## src/rtl/regfile_writeback.sv

```systemverilog
// regfile_writeback: write-back stage feeding the single write port of the
// 64x32 register file. Result beats from the ALU and MAC producers are
// arbitrated round-robin, queued in order in a small FIFO and retired one per
// cycle through registered write outputs.
//
// Optional feature: define WB_HAZARD_EN to add read-address hazard outputs
// (rdAddrA/B/C -> hazardA/B/C) that flag reads of registers with a write
// still pending in the queue or on the write port.
module regfile_writeback #(
    parameter int NUM_ADDR_BITS = 6,
    parameter int REG_WIDTH     = 32,
    parameter int FIFO_DEPTH    = 4
) (
    input  logic                     clk,
    input  logic                     resetN,
    input  logic                     aluValid,
    output logic                     aluReady,
    input  logic [NUM_ADDR_BITS-1:0] aluAddr,
    input  logic [REG_WIDTH-1:0]     aluData,
    input  logic                     macValid,
    output logic                     macReady,
    input  logic [NUM_ADDR_BITS-1:0] macAddr,
    input  logic [REG_WIDTH-1:0]     macData,
    input  logic                     wbHold,
`ifdef WB_HAZARD_EN
    input  logic [NUM_ADDR_BITS-1:0] rdAddrA,
    input  logic [NUM_ADDR_BITS-1:0] rdAddrB,
    input  logic [NUM_ADDR_BITS-1:0] rdAddrC,
    output logic                     hazardA,
    output logic                     hazardB,
    output logic                     hazardC,
`endif
    output logic                     writeEnable,
    output logic [NUM_ADDR_BITS-1:0] wrAddr,
    output logic [REG_WIDTH-1:0]     wrData,
    output logic [$clog2(FIFO_DEPTH):0] fifoCount,
    output logic                     idle
);

    localparam int PTR_W = $clog2(FIFO_DEPTH);
    localparam int CNT_W = PTR_W + 1;
    localparam logic [CNT_W-1:0] DEPTH_C = CNT_W'(FIFO_DEPTH);

    // Queue storage and bookkeeping
    logic [NUM_ADDR_BITS-1:0] addr_mem_q [FIFO_DEPTH];
    logic [REG_WIDTH-1:0]     data_mem_q [FIFO_DEPTH];
    logic [PTR_W-1:0]         wr_ptr_q, wr_ptr_d;
    logic [PTR_W-1:0]         rd_ptr_q, rd_ptr_d;
    logic [CNT_W-1:0]         count_q, count_d;

    // Round-robin state: 1 means the MAC received the most recent grant
    logic                     last_mac_q, last_mac_d;

    // Registered write-port outputs
    logic                     we_q, we_d;
    logic [NUM_ADDR_BITS-1:0] wr_addr_q, wr_addr_d;
    logic [REG_WIDTH-1:0]     wr_data_q, wr_data_d;

    // Per-cycle control
    logic                     full_s;
    logic                     empty_s;
    logic                     alu_grant_s;
    logic                     mac_grant_s;
    logic                     push_s;
    logic                     pop_s;
    logic [NUM_ADDR_BITS-1:0] push_addr_s;
    logic [REG_WIDTH-1:0]     push_data_s;

    assign full_s  = (count_q == DEPTH_C);
    assign empty_s = (count_q == {CNT_W{1'b0}});

    // Arbitrate the two producers; a full queue refuses both, even while popping
    always_comb begin
        alu_grant_s = 1'b0;
        mac_grant_s = 1'b0;
        if (!full_s) begin
            if (aluValid && macValid) begin
                if (last_mac_q) begin
                    alu_grant_s = 1'b1;
                end else begin
                    mac_grant_s = 1'b1;
                end
            end else if (aluValid) begin
                alu_grant_s = 1'b1;
            end else if (macValid) begin
                mac_grant_s = 1'b1;
            end else begin
                alu_grant_s = 1'b0;
                mac_grant_s = 1'b0;
            end
        end else begin
            alu_grant_s = 1'b0;
            mac_grant_s = 1'b0;
        end
    end

    assign aluReady = alu_grant_s;
    assign macReady = mac_grant_s;
    assign push_s   = alu_grant_s | mac_grant_s;
    assign pop_s    = !empty_s && !wbHold;

    // Select the beat being enqueued this cycle
    always_comb begin
        push_addr_s = {NUM_ADDR_BITS{1'b0}};
        push_data_s = {REG_WIDTH{1'b0}};
        if (mac_grant_s) begin
            push_addr_s = macAddr;
            push_data_s = macData;
        end else begin
            push_addr_s = aluAddr;
            push_data_s = aluData;
        end
    end

    // Next-state for pointers, count, round-robin state and write port
    always_comb begin
        wr_ptr_d   = wr_ptr_q;
        rd_ptr_d   = rd_ptr_q;
        count_d    = count_q;
        last_mac_d = last_mac_q;
        we_d       = pop_s;
        wr_addr_d  = wr_addr_q;
        wr_data_d  = wr_data_q;

        if (push_s) begin
            wr_ptr_d = wr_ptr_q + PTR_W'(1);
        end else begin
            wr_ptr_d = wr_ptr_q;
        end

        if (pop_s) begin
            rd_ptr_d  = rd_ptr_q + PTR_W'(1);
            wr_addr_d = addr_mem_q[rd_ptr_q];
            wr_data_d = data_mem_q[rd_ptr_q];
        end else begin
            rd_ptr_d  = rd_ptr_q;
            wr_addr_d = wr_addr_q;
            wr_data_d = wr_data_q;
        end

        case ({push_s, pop_s})
            2'b10:   count_d = count_q + CNT_W'(1);
            2'b01:   count_d = count_q - CNT_W'(1);
            default: count_d = count_q;
        endcase

        if (alu_grant_s) begin
            last_mac_d = 1'b0;
        end else if (mac_grant_s) begin
            last_mac_d = 1'b1;
        end else begin
            last_mac_d = last_mac_q;
        end
    end

    // Control and output registers; reset discards all queued beats
    always_ff @(posedge clk or negedge resetN) begin
        if (!resetN) begin
            wr_ptr_q   <= {PTR_W{1'b0}};
            rd_ptr_q   <= {PTR_W{1'b0}};
            count_q    <= {CNT_W{1'b0}};
            last_mac_q <= 1'b1;
            we_q       <= 1'b0;
            wr_addr_q  <= {NUM_ADDR_BITS{1'b0}};
            wr_data_q  <= {REG_WIDTH{1'b0}};
        end else begin
            wr_ptr_q   <= wr_ptr_d;
            rd_ptr_q   <= rd_ptr_d;
            count_q    <= count_d;
            last_mac_q <= last_mac_d;
            we_q       <= we_d;
            wr_addr_q  <= wr_addr_d;
            wr_data_q  <= wr_data_d;
        end
    end

    // Queue storage: write the granted beat at the tail
    always_ff @(posedge clk or negedge resetN) begin
        if (!resetN) begin
            for (int i = 0; i < FIFO_DEPTH; i++) begin
                addr_mem_q[i] <= {NUM_ADDR_BITS{1'b0}};
                data_mem_q[i] <= {REG_WIDTH{1'b0}};
            end
        end else if (push_s) begin
            addr_mem_q[wr_ptr_q] <= push_addr_s;
            data_mem_q[wr_ptr_q] <= push_data_s;
        end else begin
            addr_mem_q[wr_ptr_q] <= addr_mem_q[wr_ptr_q];
            data_mem_q[wr_ptr_q] <= data_mem_q[wr_ptr_q];
        end
    end

    assign writeEnable = we_q;
    assign wrAddr      = wr_addr_q;
    assign wrData      = wr_data_q;
    assign fifoCount   = count_q;
    assign idle        = empty_s && !we_q;

`ifdef WB_HAZARD_EN
    logic [FIFO_DEPTH-1:0] entry_valid_s;

    // An entry is live when its distance from the head is below the count
    always_comb begin
        entry_valid_s = {FIFO_DEPTH{1'b0}};
        for (int i = 0; i < FIFO_DEPTH; i++) begin
            logic [PTR_W-1:0] offset_s;
            offset_s         = PTR_W'(i) - rd_ptr_q;
            entry_valid_s[i] = ({1'b0, offset_s} < count_q);
        end
    end

    // Flag reads that target a register with a write still pending
    always_comb begin
        hazardA = we_q && (wr_addr_q == rdAddrA);
        hazardB = we_q && (wr_addr_q == rdAddrB);
        hazardC = we_q && (wr_addr_q == rdAddrC);
        for (int i = 0; i < FIFO_DEPTH; i++) begin
            if (entry_valid_s[i]) begin
                hazardA = hazardA | (addr_mem_q[i] == rdAddrA);
                hazardB = hazardB | (addr_mem_q[i] == rdAddrB);
                hazardC = hazardC | (addr_mem_q[i] == rdAddrC);
            end else begin
                hazardA = hazardA;
                hazardB = hazardB;
                hazardC = hazardC;
            end
        end
    end
`endif

endmodule

```

## config.mk

```make
export PLATFORM = sky130hd
export DESIGN_NAME = regfile_writeback
export DESIGN_NICKNAME = d
export VERILOG_FILES = /design/src/rtl/regfile_writeback.sv
export SDC_FILE = /design/constraint.sdc
export NUM_CORES = 1
export LEC_CHECK = 0
export ABC_AREA = 0
export CORE_ASPECT_RATIO = 1.4
export CORE_MARGIN = 5
export CORE_UTILIZATION = 56
export DETAILED_ROUTE_END_ITERATION = 10
export PLACE_DENSITY = 0.8
export SLEW_MARGIN = 5
export SYNTH_ARGS = -nofsm -noshare
export SYNTH_HDL_FRONTEND = slang
export SYNTH_SLANG_ARGS = --single-unit
export TNS_END_PERCENT = 100
```

## constraint.sdc

```tcl
create_clock -name clk -period 3.4 [get_ports clk]
set_input_delay 0.34 -clock clk [delete_from_list [all_inputs] [get_ports clk]]
set_output_delay 0.34 -clock clk [all_outputs]
set_load 0.1 [all_outputs]
```

==> results.sh, run 1 <==
export IMPL_cts_root_buf="clkbuf_16"
export IMPL_fin_skew_ns=0.01072
export IMPL_max_freq_ghz=0.3521
export IMPL_violations="hold timing"
export IMPL_cts_buffers=17
export IMPL_grt_pass1_vias=8600
export IMPL_hold_ws_ns=-0.02308
export IMPL_grt_total_usage_pct=27.20
export IMPL_grt_antenna_before_repair=0
export IMPL_routabilityCongestion=0.7779
export IMPL_wl_per_cell_um=24.81
export IMPL_path_max_fanout=30
export IMPL_io_pins=126
export IMPL_ant_nets=0
export IMPL_startpoint_type="flop"
export IMPL_cts_buffer_depth=2
export IMPL_stdcell_count=1147
export IMPL_final_cell_mix="194 x dfrtp_1, 153 x nor2_1, 141 x a221oi_1"
export IMPL_peakVddDrop_mv=0.6896
export IMPL_postCtsHoldBufs=0
export IMPL_viasPerCell=7.129
export IMPL_max_slew_worst_pin_slew_ns=1.092
export IMPL_slowest_delay_ns=0.75
export IMPL_power_leakage_nw=4.408
export IMPL_grt_max_degree=95
export IMPL_rsz0062_at_grt="no"
export IMPL_cts_sinks=199
export IMPL_cp_cell_sequence="or3b_2 > buf_4 > nor3b_2 > buf_4"
export IMPL_path_class="flop to output port"
export IMPL_drv_slew=0
export IMPL_drt_iter0_drc=1089
export IMPL_rows=58
export IMPL_io_buffers=125
export IMPL_start_util_pct=57.21
export IMPL_cts_setup_buffers=0
export IMPL_layout_commonest_cell="dfrtp_1"
export IMPL_crit_top_cell="buf_4"
export IMPL_area_growth_pct=18.77
export IMPL_clock_latency_ns=0.44
export IMPL_postSynthAreaPerCell_um2=12.55
export IMPL_worstPathRequired_ns=3.06
export IMPL_ys_ff_latch=199
export IMPL_critical_path_slowest_cell="or3b_2"
export IMPL_seq_area_frac_synth_pct=48.18
export IMPL_hpwlAfterDp_mm=16.35
export IMPL_grt_pass1_wl_mm=46.08
export IMPL_num_vias=8177
export IMPL_p_per_area_nw_per_um2=1160
export IMPL_yosysUniqueCellTypes=32
export IMPL_clk_pin_slew_ns=0.07
export IMPL_drtPass1Iterations=5
export IMPL_ctsResizeCount=0
export IMPL_relSlewSlack_pct=27.03
export IMPL_final_layout_size_suffix_gt1_share_pct=21.50
export IMPL_syn_inst=824
export IMPL_finalCriticalPeriod_ns=2.840
export IMPL_netlist_area_um2=10340
export IMPL_setup_tns_ns=0
export IMPL_hold_viol_final=37
export IMPL_dieWidth_um=124.8
export IMPL_drcViolationCount=0
export IMPL_cts_max_level=4
export IMPL_placed_cells=1115
export IMPL_setup_viol=0
export IMPL_cts_tree="yes"
export IMPL_outcome="finished with violations"
export IMPL_fill_cells=1238
export IMPL_nets=981
export IMPL_end_kind="output port"
export IMPL_hold_class="input port to async pin"
export IMPL_totalWireLength_mm=28.46
export IMPL_core_area_um2=18070
export IMPL_syn_nets=911
export IMPL_die_height_um=170.8
export IMPL_die_area_um2=21320
export IMPL_finalCritPeriodShare_pct=83.54
export IMPL_timing_max_cap_violations=0
export IMPL_gr_total_overflow=0
export IMPL_cp_arrival_ns=2.50
export IMPL_yosys_warnings=0
export IMPL_antenna_cells=0
[layer usage]
layer	wire length, um	vias up	global-route usage, %
li1	-	3444	-
met1	10730	4203	35.30
met2	14590	468	46.30
met3	2461	62	5.497
met4	671	0	9.528
met5	0	-	0
[critical path, delay by kind of cell (launching register included)]
family                 cells  cell delay [ns]
AND/OR/NAND/NOR            2             0.96
buffers and inverters      2             0.64
flip-flops                 1             0.45
[cell usage after synthesis (all sizes together)]
master / n / area share (%)
nor3b: 2 / 0.15
clkbuf: 61 / 2.2
inv: 7 / 0.25
a31oi: 1 / 0.061
nor4: 1 / 0.061
dfrtp: 198 / 48
o32ai: 38 / 3.2
nor2b: 2 / 0.12
a221oi: 152 / 14
and2: 5 / 0.35
a21oi: 39 / 1.9
a21bo: 1 / 0.097
xnor2: 2 / 0.17
nor2: 154 / 5.6
mux2i: 1 / 0.097
xor2: 4 / 0.34
dfstp: 1 / 0.25
or3b: 1 / 0.085
nand3: 1 / 0.048
buf: 30 / 1.9
o21ai: 1 / 0.048
mux4: 76 / 17
ha: 5 / 0.61
fa: 1 / 0.19
or2: 1 / 0.061
nor3: 1 / 0.048
mux2: 38 / 4.1
[final cells by class]
class / instances / area, um^2 / area share (%)
flip-flops and latches: 199 / 4986 / 40.61
multi-input cells: 527 / 4956 / 40.36
repair buffers: 142 / 1413 / 11.51
clock buffers: 25 / 505.5 / 4.117
well taps: 240 / 300.3 / 2.446
clock inverters: 7 / 91.34 / 0.7439
inverters: 7 / 26.28 / 0.2140
[power by group]
group	leakage (nW)	internal, mW	switching, mW	total [mW]
Clock	0.293	1.18	0.878	2.06
Sequential	2.09	3.46	0.977	4.44
Combinational	2.02	3.03	4.71	7.74
[final timing paths]
kind                                               end  depth (start not counted)  slack, ns                     start
min reg2reg                      wrData[7]$_DFFE_PN0N_                          1       0.50     wrData[7]$_DFFE_PN0N_
max reg2reg                data_mem_q[120]$_DFFE_PN0P_                          4       0.66  fifoCount[1]$_DFFE_PN0P_
max in group asynchronous       last_mac_q$_DFFE_PN1N_                          2       2.57                    resetN
min                              wrAddr[2]$_DFFE_PN0N_                          1      -0.02                    resetN
min in group clk                 wrData[7]$_DFFE_PN0N_                          1       0.50     wrData[7]$_DFFE_PN0N_
max                                           aluReady                          4       0.56  fifoCount[1]$_DFFE_PN0P_
[sequential cells by signal (all words and copies together) (netlist names)]
name         cells
fifoCount        3
writeEnable      1
wrAddr           6
wr_ptr_q         2
rd_ptr_q         2
data_mem_q     128
addr_mem_q      24
wrData          32
last_mac_q       1
[through the flow]
stage          utilization (%)  setup slack [ns]  power, mW  area [um^2]
2_1_floorplan                -           0.05945      10.25        10350
3_3_place_gp             64.64            0.8367      11.85        11680
3_5_place_dp             64.64            0.7418      12.10        11680
4_1_cts                  67.95            0.5872      14.23        12280
5_1_grt                  67.95            0.5194      14.98        12280
6_report                 67.95            0.5595      14.24        12280
[cells by family after synthesis]
family | synth area share, %
and+or+nand+nor | 6.512
muxes | 20.79
AOI/OAI and AO/OA | 18.86
buffers and inverters | 4.345
xor gates and xnor gates | 0.5083
adders and majority gates | 0.7988
DFF | 48.18
(Power assumes the default switching activity.)
==> run 2, diff against run 1 <==
- CORE_UTILIZATION: 56 -> 51
- PLACE_DENSITY: 0.8 -> 0.77
- clock period: 3.4 -> 2.6 ns (I/O delays scaled with it)
==> results.sh, run 2 (same netlist as run 1, synthesis figures left out) <==
export IMPL_viasPerCell=6.899
export IMPL_start_util_pct=51.89
export IMPL_path_max_fanout=15
export IMPL_setup_viol=0
export IMPL_drcViolationCount=0
export IMPL_regMostFlops="data_mem_q"
export IMPL_die_height_um=178.5
export IMPL_outcome="completed"
export IMPL_cts_root_buf="clkbuf_16"
export IMPL_final_layout_size_suffix_gt1_share_pct=29.80
export IMPL_worstPathRequired_ns=2.34
export IMPL_drtPass1Iterations=6
export IMPL_peakVddDrop_mv=0.9103
export IMPL_routabilityCongestion=0.7729
export IMPL_hpwlAfterDp_mm=18.03
export IMPL_cts_buffer_depth=2
export IMPL_stdcell_count=1195
export IMPL_hold_viol_final=0
export IMPL_grt_max_degree=77
export IMPL_met3_usage_pct=5.392
export IMPL_rows=61
export IMPL_gr_total_overflow=0
export IMPL_layout_commonest_cell="dfrtp_1"
export IMPL_cts_sinks=199
export IMPL_power_mw=18.96
export IMPL_io_pins=126
export IMPL_drt_iter0_drc=1107
export IMPL_cts_tree="yes"
export IMPL_pre_cts_ws_ns=0.2187
export IMPL_stdcell_area_um2=12590
export IMPL_finalCritPeriodShare_pct=96.31
export IMPL_area_growth_pct=21.79
export IMPL_placed_cells=1162
export IMPL_cts_buffers=17
export IMPL_ant_nets=0
export IMPL_cts_max_level=4
export IMPL_dieWidth_um=130.3
export IMPL_p_per_area_nw_per_um2=1506
export IMPL_max_freq_ghz=0.3994
export IMPL_path_class="flop to output port"
export IMPL_fin_skew_ns=0.007923
export IMPL_io_buffers=125
export IMPL_grt_antenna_before_repair=0
export IMPL_grt_total_usage_pct=26.21
export IMPL_clk_pin_slew_ns=0.07
export IMPL_largest_register_ffs=128
export IMPL_drv_slew=0
export IMPL_utilization_pct=63.20
export IMPL_die_area_um2=23260
export IMPL_hold_class="input port to async pin"
export IMPL_cp_arrival_ns=2.24
export IMPL_num_vias=8244
export IMPL_postPlaceCellArea_um2=11960
export IMPL_grt_pass1_vias=8749
export IMPL_rsz0062_at_grt="no"
export IMPL_use_met2_pct=44.63
export IMPL_nets=1017
export IMPL_startpoint_type="flop"
export IMPL_slowest_delay_ns=0.51
export IMPL_hold_ws_ns=0.3473
export IMPL_antenna_cells=0
export IMPL_met1_usage_pct=32.12
export IMPL_clock_latency_ns=0.44
export IMPL_final_cell_mix="191 x dfrtp_1, 153 x nor2_1, 141 x a221oi_1"
export IMPL_busiest_layer="met2"
export IMPL_setup_tns_ns=0
export IMPL_finalCriticalPeriod_ns=2.504
export IMPL_ctsResizeCount=0
export IMPL_grt_pass1_wl_mm=47.14
export IMPL_cp_cell_sequence="or3b_4 > buf_4 > buf_4 > nor3b_4 > buf_12"
export IMPL_setup_ws_ns=0.09602
export IMPL_timing_max_cap_violations=0
export IMPL_core_area_um2=19920
export IMPL_power_leakage_nw=4.640
export IMPL_critical_path_slowest_cell="dfrtp_4"
export IMPL_totalWireLength_mm=29.22
export IMPL_crit_top_cell="buf_4"
export IMPL_end_kind="output port"
export IMPL_wl_per_cell_um=24.45
export IMPL_max_slew_worst_pin_slew_ns=1.054
export IMPL_relSlewSlack_pct=29.71
[run 2: cell types whose count changed in the layout (fill, tap and decap cells not counted), sizes merged]
| cell | before | now |
|---|---|---|
| buf | 20 | 97 |
| clkbuf | 26 | 27 |
| clkdlybuf4s50 | 121 | 79 |
| clkinv | 4 | 2 |
| clkinvlp | 1 | 2 |
| dlygate4sd3 | 0 | 1 |
[run 2: final timing paths]
check / from / to / slack (ns) / depth (start not counted)
worst max-delay path: fifoCount[2]$_DFFE_PN0P_ / aluReady / 0.1 / 5
worst min-delay path: resetN / wrData[24]$_DFFE_PN0N_ / 0.35 / 2
max in group asynchronous: resetN / last_mac_q$_DFFE_PN1N_ / 1.47 / 3
worst max register to register: fifoCount[0]$_DFFE_PN0P_ / data_mem_q[105]$_DFFE_PN0P_ / 0.24 / 4
worst min register to register: wrData[31]$_DFFE_PN0N_ / wrData[31]$_DFFE_PN0N_ / 0.51 / 1
min in group clk: aluValid / last_mac_q$_DFFE_PN1N_ / 0.43 / 2
[run 2: timing repair]
item / 4_1_cts / 5_1_grt
setup buffers: 0 / 0
hold buffers: 1 / 0
hold endpoints to repair: 48 / 0
[run 2: final cells by class]
type	instances	area, um^2
clock inverter	6	85.08
inverter	7	26.28
fill	1500	7331
sequential	199	4997
multi-input combinational	527	4984
timing repair buffer	178	1643
clock buffer	26	539.3
tap	252	315.3
[run 2: critical path: cells and delay by family (launching register included)]
kind / cells / cell delay (ns)
simple gates: 2 / 0.54
buf+inv: 3 / 0.74
flops: 1 / 0.51
[run 2: power breakdown]
group	internal (mW)	total (mW)	switching (mW)
clock	1.62	2.76	1.14
sequential	4.55	5.61	1.06
combinational	4.12	10.6	6.47
[run 2: layer usage]
layer / vias to the layer above / wire length (um)
met5: - / 0
met4: 0 / 962
met3: 77 / 2438
met2: 476 / 15390
met1: 4174 / 10430
li1: 3517 / -
==> run 3, diff against run 2 <==
- CORE_UTILIZATION: 51 -> 58
- DONT_BUFFER_PORTS: not set -> 1
- PLACE_DENSITY: 0.77 -> 0.76
==> results.sh, run 3 (same netlist as run 1, synthesis figures left out) <==
export IMPL_cts_tree="yes"
export IMPL_grt_pass1_wl_mm=45.70
export IMPL_core_area_um2=17470
export IMPL_finalCritPeriodShare_pct=95.88
export IMPL_utilization_pct=64.03
export IMPL_totalWireLength_mm=28.56
export IMPL_hold_viol_final=199
export IMPL_r2r_slack_ns=0.22
export IMPL_largest_register_ffs=128
export IMPL_stdcell_area_um2=11190
export IMPL_clock_latency_ns=0.44
export IMPL_cts_buffer_depth=2
export IMPL_cts_max_level=4
export IMPL_postPlaceCellArea_um2=10570
export IMPL_wl_per_cell_um=27.70
export IMPL_cts_buffers=17
export IMPL_startpoint_type="flop"
export IMPL_rr_worst_depth=4
export IMPL_cp_arrival_ns=2.23
export IMPL_hold_class="input port to async pin"
export IMPL_rsz0062_at_grt="no"
export IMPL_viasPerCell=7.646
export IMPL_worstPathRequired_ns=2.34
export IMPL_grt_pass1_vias=8514
export IMPL_die_area_um2=20630
export IMPL_gr_total_overflow=0
export IMPL_reg2reg_to="data_mem_q[124]$_DFFE_PN0P_"
export IMPL_slowest_delay_ns=0.47
export IMPL_end_kind="output port"
export IMPL_cp_cell_sequence="or3b_4 > buf_4 > buf_6 > nor2b_2 > buf_4"
export IMPL_drt_iter0_drc=982
export IMPL_fill_cells=1305
export IMPL_nets=870
export IMPL_io_pins=126
export IMPL_violations="hold timing"
export IMPL_finalCriticalPeriod_ns=2.493
export IMPL_stdcell_count=1031
export IMPL_cp_top_family="buffers and inverters"
export IMPL_start_util_pct=59.16
export IMPL_final_cell_mix="191 x dfrtp_1, 153 x nor2_1, 141 x a221oi_1"
export IMPL_num_vias=7883
export IMPL_hold_ws_ns=-0.4867
export IMPL_cts_root_buf="clkbuf_16"
export IMPL_hpwlAfterDp_mm=16.76
export IMPL_final_layout_size_suffix_gt1_share_pct=26.42
export IMPL_pre_cts_ws_ns=0.3081
export IMPL_ant_nets=0
export IMPL_max_freq_ghz=0.4011
export IMPL_cts_sinks=199
export IMPL_crit_top_cell="buf_4"
export IMPL_relSlewSlack_pct=31.86
export IMPL_postCtsHoldBufs=2
export IMPL_io_buffers=0
export IMPL_critical_path_slowest_cell="dfrtp_4"
export IMPL_setup_viol=0
export IMPL_drtPass1Iterations=7
export IMPL_layout_commonest_cell="dfrtp_1"
export IMPL_grt_total_usage_pct=28.59
export IMPL_rows=57
export IMPL_grt_antenna_before_repair=0
export IMPL_peakVddDrop_mv=0.9776
export IMPL_drcViolationCount=0
export IMPL_antenna_cells=0
export IMPL_path_depth=5
export IMPL_regMostFlops="data_mem_q"
export IMPL_timing_max_cap_violations=0
export IMPL_outcome="finished with violations"
export IMPL_routabilityCongestion=0.7760
export IMPL_p_per_area_nw_per_um2=1631
export IMPL_path_class="flop to output port"
export IMPL_path_max_fanout=29
export IMPL_setup_ws_ns=0.1070
export IMPL_reg2reg_from="fifoCount[2]$_DFFE_PN0P_"
export IMPL_die_height_um=168.0
export IMPL_clk_pin_slew_ns=0.07
export IMPL_fin_skew_ns=0.007871
export IMPL_dieWidth_um=122.8
export IMPL_placed_cells=998
export IMPL_setup_tns_ns=0
export IMPL_power_leakage_nw=3.969
export IMPL_max_slew_worst_pin_slew_ns=1.022
export IMPL_worstPathBufferInverterCount=3
export IMPL_drv_slew=0
export IMPL_area_growth_pct=8.230
export IMPL_grt_max_degree=200
run 3: cell count changes in the layout (fill, tap and decap cells not counted), sizes merged:
cell	before	now
buf	97	29
clkbuf	27	24
clkdlybuf4s50	79	0
clkinvlp	2	3
dlygate4sd3	1	2
run 3: layout make-up:
cell class / instances / area, um^2 / share of cell area, %
Clock inverter: 7 / 92.59 / 0.8276
Sequential cell: 199 / 4997 / 44.67
Clock buffer: 24 / 501.7 / 4.484
Inverter: 7 / 26.28 / 0.2348
Tap cell: 236 / 295.3 / 2.639
Timing Repair Buffer: 31 / 291.5 / 2.606
Multi-Input combinational cell: 527 / 4984 / 44.54
run 3: worst reg2reg max path, cell delays in order (launching register included):
cell and delay, ns:
dfrtp_4 0.47, or3b_4 0.23, buf_4 0.34, and2_2 0.92, a221oi_1 0.24
run 3: layer usage:
layer | vias to the layer above | global-route usage [%] | share of wire (%)
met5 | - | 0 | 0
met4 | 0 | 13.94 | 3.4
met3 | 76 | 5.470 | 9.5
met2 | 536 | 46.58 | 51
met1 | 4055 | 36.65 | 36
li1 | 3216 | - | -
run 3: worst max-delay path by stage:
stage | startpoint | slack [ns] | end
final | fifoCount[2]$_DFFE_PN0P_ | 0.11 | macReady
after global routing | fifoCount[2]$_DFFE_PN0P_ | 0.04 | aluReady
after CTS | fifoCount[2]$_DFFE_PN0P_ | 0.04 | macReady
after detailed placement | fifoCount[2]$_DFFE_PN0P_ | 0.31 | data_mem_q[78]$_DFFE_PN0P_
after global placement | fifoCount[2]$_DFFE_PN0P_ | 0.33 | addr_mem_q[22]$_DFFE_PN0P_
after floorplan | fifoCount[0]$_DFFE_PN0P_ | 0.04 | fifoCount[2]$_DFFE_PN0P_
run 3: metrics by stage:
stage | power (mW) | hold slack, ns
after CTS | 18.20 | -0.4922
after global routing | 19.16 | -0.5022
after global placement | 15.04 | -0.02603
after floorplan | 13.48 | -0.03559
final | 18.25 | -0.4867
after detailed placement | 15.48 | -0.02660
run 3: power breakdown:
part / total, mW / switching, mW / leakage [nW] / internal [mW]
sequential: 7.51 / 3.01 / 2.09 / 4.50
combinational: 8.05 / 4.45 / 1.59 / 3.60
clock: 2.69 / 1.15 / 0.284 / 1.54
total: 18.2 / 8.61 / 3.97 / 9.63
run 3: what timing repair did:
item	4_1_cts	5_1_grt
setup endpoints to repair	0	2
hold endpoints to repair	200	199
setup buffers	0	0
gates resized for setup	0	1
==> edit, RTL diff (flow settings as in run 3) <==
Reset style: synchronous (`resetN`), changed in 2 clocked blocks.
--- a/src/rtl/regfile_writeback.sv
+++ b/src/rtl/regfile_writeback.sv
@@ -154,7 +154,7 @@
     end
 
     // Control and output registers; reset discards all queued beats
-    always_ff @(posedge clk or negedge resetN) begin
+    always_ff @(posedge clk) begin
         if (!resetN) begin
             wr_ptr_q   <= {PTR_W{1'b0}};
             rd_ptr_q   <= {PTR_W{1'b0}};
@@ -175,7 +175,7 @@
     end
 
     // Queue storage: write the granted beat at the tail
-    always_ff @(posedge clk or negedge resetN) begin
+    always_ff @(posedge clk) begin
         if (!resetN) begin
             for (int i = 0; i < FIFO_DEPTH; i++) begin
                 addr_mem_q[i] <= {NUM_ADDR_BITS{1'b0}};
Behaviour: differs if resetN is asserted again (counterexample within 4 cycles, from zero or initial values and one cycle with resetN low); with resetN held inactive, the same outputs for 4 cycles.
==> edit against run 3 <==
  * Die area down 17%
  * Synthesized cell count fell by 25%
  * Design area fell by 14%
  * Worst setup slack improved by 72 ps
  * Sequential cell count unchanged
  * Routed wire length fell by 25%
  * Synthesized area is 18% lower
Power is not compared: it rests on default switching activity, and its combinational part moved more than twofold at a synthesized area within 25%.
==> edit: results <==
[outcome]
status = complete, no violations

[grt]
met1_usage = 0.2999
grt_pass1_wl_um = 33370
antenna_found_initial = 1
grt_util_met3 = 0.05736
use_met2 = 0.4564
grt_max_degree = 42
grt_pass1_vias = 6032
grt_usage = 0.2539

[clocking]
htree_levels = 4

[hold_path]
min_path_type = in2reg

[drt]
drt_pass1_iterations = 5
wl_per_cell_um = 25.25
num_vias = 5618

[sta]
fin_skew_ps = 10.14
relSlewSlack = 0.3260

[critical_path]
arrival_ps = 2160
r2r-start = fifoCount[0]
path_max_fanout = 34
cp-startpoint = fifoCount[2]
rr_worst_depth = 9
critPathSlowestCell = nor3b_4

[logic_synthesis]
synthesis.instances = 614
ys_dominant_reg_cell = edfxtp_1
yosysUniqueCellTypes = 37
synth_common_cells = a21oi_1, edfxtp_1, dfxtp_1, nand3_1
post_synth_main_area_contributors = edfxtp_1, dfxtp_1, mux4_2
ys_seq_area_frac = 0.6485
synth-edff-count = 152
synth_nets = 697

[final_layout]
layout-drive-gt1-share = 0.2268
instances_no_fill = 847
nNetsFinal = 727

[placement]
dp_hpwl_um = 13590
io_buffers = 0
place.gp.congestion = 0.8016
dp_cells = 811
place_area_um2 = 9040
## edit: cell families (layout without fill, tap and decap cells)
logic type,Yosys count,count (layout),synth area share
muxes,38,38,0.1008
AOI/OAI and AO/OA,246,246,0.1642
xor gates and xnor gates,2,2,0.002064
adders and majority gates,2,2,0.003832
other,0,1,0
buffers and inverters,58,101,0.03640
DFF,199,199,0.6485
and+or+nand+nor,69,69,0.04422
## edit: critical path, delay by kind of cell, from the launching register on
family / cells / cell delay, ps
AND/OR/NAND/NOR: 2 / 540
buffers and inverters: 3 / 830
flip-flops: 1 / 340
## edit: path summary, 6_finish.rpt
| kind | endpoint | slack, ps |
|---|---|---|
| worst max-delay path | macReady | 180 |
| worst min-delay path | rd_ptr_q[0] | 20 |
| worst max register to register | fifoCount[2] | 350 |
| worst min register to register | wrData[9] | 480 |
## edit: what timing repair did
action	CTS	global route
hold buffers	3	0
endpoints found under the hold margin	3	0
setup buffers	0	0
## edit: final cells by class
cell class	count	area, um^2
multi-input combinational	357	2739
antenna	1	2.502
timing repair buffer	63	555.5
sequential	199	5517
fill	1035	4822
clock inverter	14	120.1
inverter	6	22.52
clock buffer	18	429.2
tap	189	236.5
## edit: metal layers
layer | up-vias | routed length [um]
met2 | 272 | 11760
met4 | 0 | 350
li1 | 2494 | -
met1 | 2816 | 7656
met5 | - | 0
met3 | 36 | 1623
## edit: metrics by stage
step	hold WS (ps)	util	power [mW]	setup WS, ps
2_1_floorplan	421.3	-	6.722	-80.36
6_report	21.11	0.6661	9.876	178.8
5_1_grt	3.669	0.6661	10.24	100.4
4_1_cts	1.384	0.6660	9.893	178.1
3_3_place_gp	411.9	0.6259	7.378	419.4
3_5_place_dp	418.7	0.6259	7.486	367.7
## edit: where the power goes
part	internal [mW]	switching (mW)
sequential	4.00	0.385
clock	1.25	1.20
combinational	0.915	2.13
total	6.16	3.71
